### src/rtl/soc_hpm_counters.sv
// Hardware performance counter bank: per-channel event counters with
// half-word writes, sticky overflow flags and a global snapshot copy.
module soc_hpm_counters #(
    parameter int NB_CNT     = 4,
    parameter int CNT_WIDTH  = 64,
    parameter bit CH0_CYCLES = 1'b1
) (
    input  logic                          i_clk,
    input  logic                          i_rst,
    input  logic                          i_sleep,
    input  logic [NB_CNT-1:0]             i_inhibit,
    input  logic [NB_CNT-1:0]             i_event,
    input  logic                          i_wr_en,
    input  logic [((NB_CNT > 1) ? $clog2(NB_CNT) : 1)-1:0] i_wr_sel,
    input  logic                          i_wr_hi,
    input  logic [31:0]                   i_wr_data,
    input  logic                          i_snap,
    input  logic [NB_CNT-1:0]             i_ovf_clr,
    output logic [NB_CNT*CNT_WIDTH-1:0]   o_count,
    output logic [NB_CNT*CNT_WIDTH-1:0]   o_snap,
    output logic                          o_snap_valid,
    output logic [NB_CNT-1:0]             o_ovf
);

    localparam int HI_W = CNT_WIDTH - 32;
    localparam logic [CNT_WIDTH-1:0] ONE = {{(CNT_WIDTH-1){1'b0}}, 1'b1};

    logic [CNT_WIDTH-1:0] cnt_q  [NB_CNT];
    logic [CNT_WIDTH-1:0] cnt_d  [NB_CNT];
    logic [CNT_WIDTH-1:0] snap_q [NB_CNT];
    logic [CNT_WIDTH-1:0] snap_d [NB_CNT];
    logic [NB_CNT-1:0]    ovf_q;
    logic [NB_CNT-1:0]    ovf_d;
    logic                 snap_valid_q;
    logic                 snap_valid_d;

    logic [NB_CNT-1:0]    inc;
    logic [NB_CNT-1:0]    wr_hit;
    logic [NB_CNT-1:0]    wrap;

    always_comb begin
        inc          = '0;
        wr_hit       = '0;
        wrap         = '0;
        ovf_d        = ovf_q;
        snap_valid_d = snap_valid_q || i_snap;
        for (int k = 0; k < NB_CNT; k++) begin
            cnt_d[k]  = cnt_q[k];
            snap_d[k] = i_snap ? cnt_q[k] : snap_q[k];
            inc[k]    = !i_sleep && !i_inhibit[k] &&
                        (i_event[k] || ((k == 0) && CH0_CYCLES));
            wr_hit[k] = i_wr_en && (int'(i_wr_sel) == k);
            // A write owns the channel for this cycle: no count, no wrap.
            if (wr_hit[k]) begin
                if (i_wr_hi) begin
                    cnt_d[k][CNT_WIDTH-1:32] = i_wr_data[HI_W-1:0];
                end else begin
                    cnt_d[k][31:0] = i_wr_data;
                end
            end else if (inc[k]) begin
                cnt_d[k] = cnt_q[k] + ONE;
                wrap[k]  = &cnt_q[k];
            end
            ovf_d[k] = (ovf_q[k] && !i_ovf_clr[k]) || wrap[k];
        end
    end

    always_ff @(posedge i_clk or posedge i_rst) begin
        if (i_rst) begin
            for (int k = 0; k < NB_CNT; k++) begin
                cnt_q[k]  <= '0;
                snap_q[k] <= '0;
            end
            ovf_q        <= '0;
            snap_valid_q <= 1'b0;
        end else begin
            for (int k = 0; k < NB_CNT; k++) begin
                cnt_q[k]  <= cnt_d[k];
                snap_q[k] <= snap_d[k];
            end
            ovf_q        <= ovf_d;
            snap_valid_q <= snap_valid_d;
        end
    end

    for (genvar g = 0; g < NB_CNT; g++) begin : g_out
        assign o_count[g*CNT_WIDTH +: CNT_WIDTH] = cnt_q[g];
        assign o_snap[g*CNT_WIDTH +: CNT_WIDTH]  = snap_q[g];
    end

    assign o_ovf        = ovf_q;
    assign o_snap_valid = snap_valid_q;

endmodule

### config.mk
export PLATFORM = sky130hd
export DESIGN_NAME = soc_hpm_counters
export DESIGN_NICKNAME = d
export VERILOG_FILES = /design/src/rtl/soc_hpm_counters.sv
export SDC_FILE = /design/constraint.sdc
export NUM_CORES = 1
export LEC_CHECK = 0
export CORE_UTILIZATION = 57
export CTS_BUF_LIST = sky130_fd_sc_hd__clkbuf_8
export DETAILED_ROUTE_END_ITERATION = 10
export HOLD_SLACK_MARGIN = 0.06
export PLACE_DENSITY_LB_ADDON = 0.1
export SYNTH_ARGS = -nofsm -noshare
export SYNTH_HDL_FRONTEND = slang
export SYNTH_SLANG_ARGS = --single-unit
### constraint.sdc
create_clock -name i_clk -period 31.2 [get_ports i_clk]
set_input_delay 6.24 -clock i_clk [delete_from_list [all_inputs] [get_ports i_clk]]
set_output_delay 6.24 -clock i_clk [all_outputs]
set_load 0.01 [all_outputs]
# --- Word level (Yosys, flattened, before mapping) ---
# Index checks and enable logic that the tools add are counted.
# Widths: inputs -> output; s select.
word_totals:
  input_bits: 52
  reg_bits: 517
classes:
  add_sub_neg: 4
  n_mux: 18
  n_eq_ne: 11
  n_reduce_logical: 46
ops:
  columns: ["op", "count"]
  rows:
  - ["$mux 64", 8]
  - ["$add 64x1->64 const B", 4]
  - ["$reduce_and 64->1", 4]
  - ["$mux 32", 2]
  - ["$ne 2x2->1 const B", 8]
  - ["$reduce_and 2->1", 8]
  - ["$logic_and 1x1->1", 15]
  - ["$logic_not 1->1", 9]
  - ["$mux 1", 8]
  - ["$reduce_bool 2->1", 4]
  - ["$logic_or 1x1->1", 5]
  - ["$eq 2x2->1 const B", 2]
  - ["$eq 2x1->1 const B", 1]
  - ["$logic_not 2->1", 1]

# --- Logic depth before layout (Yosys ltp) ---
logic_depth:
  ltp_word: 6
  ltp_mapped: 10
  depth_no_buf: 7

# --- Worst setup path after synthesis ---
# Ideal clock, no wire load.
synth_timing:
  path_type: "input-to-reg"
  startpoint: "in i_wr_sel[0] (netlist name)"
  endpoint: "reg cnt_q (netlist bit o_count[103])"
  setup_ns: 0.125
  slack_ns: 23.290
  cell_stages: 10
  required_time_ns: 31.075
  t_arrival_ns: 7.784
  path_buffers: 4
  cell_sequence: "buf_2 -> nand3b_1 -> clkbuf_1 -> and3_1 -> clkbuf_1 -> nor2_1 -> clkbuf_1 -> nor2_1 -> a21oi_1 -> nand3_1"
synth_via:
  elab_chain_cells: 4
  elab_cells_between_ends: 6
  classes_between: "eq/ne: 2; mux: 1; reduce/logical: 3"
synth_lines:
  columns: ["element", "line", "text"]
  rows:
  - ["start: declaration", "14", "input logic [((NB_CNT > 1) ? $clog2(NB_CNT) : 1)-1:0] i_wr_sel,"]
  - ["$eq 2x2->1 *", "52", "wr_hit[k] = i_wr_en && (int'(i_wr_sel) == k);"]
  - ["$logic_and 1x1->1 *", "52", null]
  - ["$ne 2x2->1 (no line) or $reduce_bool 2->1 (tied branches)", null, null]
  - ["$reduce_and 2->1 (no line)", null, null]
  - ["end signal: indexed assignment", "78", "cnt_q[k] <= cnt_d[k];"]
  - ["end: declaration", "28", "logic [CNT_WIDTH-1:0] cnt_q [NB_CNT];"]
# Every way passes the cells marked *; elsewhere a longest branch is shown, timed or not.
# A chain may end at the register's enable or synchronous reset.

# --- Worst setup path in the final report ---
layout_timing:
  startpoint: "in i_wr_sel[0] (netlist name)"
  endpoint: "reg cnt_q (netlist bit o_count[32])"
layout_via:
  elab_chain_cells: 4
  elab_cells_between_ends: 6
  classes_between: "eq/ne: 1; mux: 1; reduce/logical: 4"
layout_lines:
  columns: ["element", "line"]
  rows:
  - ["$logic_not 2->1 *", "52"]
  - ["$logic_and 1x1->1 *", "52"]
  - ["$ne 2x2->1 (no line) or $reduce_bool 2->1 (tied branches)", null]
  - ["$reduce_and 2->1 (no line)", null]
# Marks and branches as above.

==> results_dict.tcl <==
set metrics [dict create \
    status "completed" \
    period_needed_ns 9.57 \
    path_clk_slew_ns 0.06 \
    cp.arrival_ns 10.11 \
    required_ns 31.74 \
    finalInstanceArea_mm2 0.0346 \
    first_iter_violations 3531 \
    yosys-top-cells-area "dfrtp_1, mux2_2, a21oi_1, nor2_1, nand2_1" \
    rsz0062_at_grt "false" \
    cp-start-kind "primary input" \
    cts_resized 0 \
    ys_seq_elements 517 \
    gp_congestion 0.994 \
    overflow 0 \
    synth_ff_type "dfrtp_1" \
    die_height_um 219 \
    syn_to_final_growth_pct 29.2 \
    tightestPinTransition_ns 1.28 \
    p_leak_uw 0.0138 \
    max_freq_mhz 104 \
    chipWidth_um 219 \
    grt_use_total_pct 43.5 \
    crit_path_max_fanout 96 \
    place_hpwl_um 70500 \
    dieArea_mm2 0.0478 \
    finalHoldViolCount 0 \
    antenna_found_initial 8 \
    clk_latency_ns 0.70 \
    drc 0 \
    p_int_uw 1630 \
    synth_most_common_cell "dfrtp_1" \
    syn_inst 2769 \
    synth_seq_area_share_pct 48.3 \
    grt_pass1_vias 25633 \
    grt_max_degree 161 \
    fin_nets 3325 \
    syn-num-nets 2825 \
    avgViaCountPerCell 6.78 \
    fin_tns_setup_ns 0 \
    switching_share_pct 35.2 \
    p_clk_share_pct 25.9 \
    cts_hold_buf 0 \
    max-cap-violations 0 \
    synthTopCellsByCount "dfrtp_1, nor2_1, mux2_2" \
    drv_slew 0 \
    path_class "in2reg" \
    wl_um 105000 \
    synth-edff-count 0 \
    drive_gt1_share_pct 14.7 \
    seq_power_share_pct 42.7 \
    hold_path_depth 1 \
    p_per_area_mw_per_mm2 72.6 \
    port_buffers 567 \
    clock_sinks 517 \
    dpl-instance-area_mm2 0.0327 \
    async_flop_share_pct 100 \
    vias 26812 \
    finalSetupViolCount 0 \
    yosys.cell_types.count 88 \
    cts_setup_buffers 0 \
    clock-root-buffer "clkbuf_8" \
    ant_nets 0 \
    numCtsBuffers 87 \
    grt_pass1_wl_um 158000 \
    p_sw_uw 883 \
    cp-end-kind "register" \
    cts_tree "yes" \
    syn_area_per_cell_um2 9.67 \
    core-area_mm2 0.0465 \
    start_util_pct 57.6 \
    synth_top_area_share_pct 48.3 \
    num_rows 79 \
    relSlewSlack_pct 14.5 \
    p_comb_share_pct 31.4 \
    yosys.area.top_type "dfrtp_1" \
    hold_class "reg2reg" \
    period_share_pct 30.7 \
    cts_max_path_buffers 3 \
    ys_warn_count 0 \
    clock-skew-final_ns 0.0467 \
    ff2ff_path_depth 7 \
    io-pin-count 569 \
    mappedNetlistArea_mm2 0.0268 \
    peakVddDrop_v 0.0000612 \
    drt-pass1-iter-count 7 \
    htree_levels 3 \
    wl_per_cell_um 26.6 \
]
[path summary, 6_finish.rpt]
path                                  start           to  slack (ns)
worst max-delay path            i_wr_sel[0]  o_count[32]       21.63
worst max register to register   o_count[0]  o_count[58]       27.88
worst min-delay path            o_snap[129]  o_snap[129]        0.50
max in group asynchronous             i_rst  o_snap[119]       22.05
min in group asynchronous             i_rst  o_snap[217]        6.10
worst min register to register  o_snap[129]  o_snap[129]        0.50
[cells in the final DEF, fill, tap and decap left out, types with 8 or more instances in the layout]
master           instances
clkdlybuf4s50_1        566
dfrtp_1                517
nor2_1                 262
mux2_2                 257
nand2_1                244
a21oi_1                228
nand3_1                148
o21ai_0                116
clkbuf_8               113
nand4_1                107
nor3_1                  71
o22ai_1                 67
and3_1                  60
inv_1                   58
a31oi_1                 38
buf_4                   31
nor4_1                  27
and4_1                  26
a211oi_1                26
o22a_1                  24
a311oi_1                22
o211ai_1                20
mux2i_1                 19
a2bb2oi_1               18
or3_1                   17
and2_1                  16
clkinv_2                14
or4_1                   13
diode_2                 12
o32ai_1                 12
o31ai_1                 12
or2_2                   12
a41oi_1                 10
a22oi_1                  9
a21o_1                   8
o21a_1                   8
[power by group through the flow]
stage | combinational [µW] | clock, µW | sequential (µW)
floorplan | 279 | 0 | 1070
global placement | 760 | 0 | 1060
detailed placement | 779 | 0 | 1070
global route | 836 | 685 | 1090
CTS | 784 | 654 | 1060
finish | 788 | 651 | 1070
[critical path, cell delays in order]
cell             delay (ns)
clkdlybuf4s50_1        0.70
or3b_2                 0.19
buf_4                  0.70
nand2_1                0.78
nand2_1                1.05
nand2_1                0.21
o21ai_0                0.15
a211oi_1               0.07
[sequential cells by signal (all words and copies together) (netlist names)]
name / flops
o_count: 256
o_ovf: 4
o_snap: 256
o_snap_valid: 1
[area by class of cell]
cell class	count	area [µm²]
Antenna cell	12	30.0
Clock buffer	113	1560
Clock inverter	44	300
Fill cell	3368	11900
Inverter	37	146
Multi-Input combinational cell	2027	12900
Sequential cell	517	12900
Tap cell	607	759
Timing Repair Buffer	599	5930
[routing by layer]
metal  global-route usage (%)  wire length, µm  vias to the layer above
met5                        0               10                        -
met4                     27.7             6830                        2
met3                     13.2            13900                      452
met2                     64.3            46600                     2065
met1                     55.7            37800                    12902
li1                         -                -                    11391
[cells by family (layout without fill, tap and decap cells)]
kind of cell | Yosys count | count (layout) | share of synthesized area, %
compound gates | 671 | 671 | 15.9
xor+xnor | 6 | 6 | 0.196
fa+ha+maj | 4 | 4 | 0.187
buf+inv | 225 | 793 | 3.45
flops | 517 | 517 | 48.3
mux | 277 | 277 | 11.6
other cells | 0 | 12 | 0
simple gates | 1069 | 1069 | 20.4
[metrics by stage]
step / utilization, % / hold slack (ns) / setup slack [ns] / power (µW) / cells
global placement: 70.4 / 0.455 / 21.19 / 1820 / 3787
CTS: 74.4 / 0.506 / 21.83 / 2500 / 3944
global route: 74.4 / 0.517 / 21.50 / 2610 / 3948
finish: 74.4 / 0.504 / 21.63 / 2510 / 3956
detailed placement: 70.4 / 0.494 / 21.08 / 1850 / 3787
floorplan: - / 0.510 / 10.52 / 1340 / 2769
(Power assumes the default switching activity.)
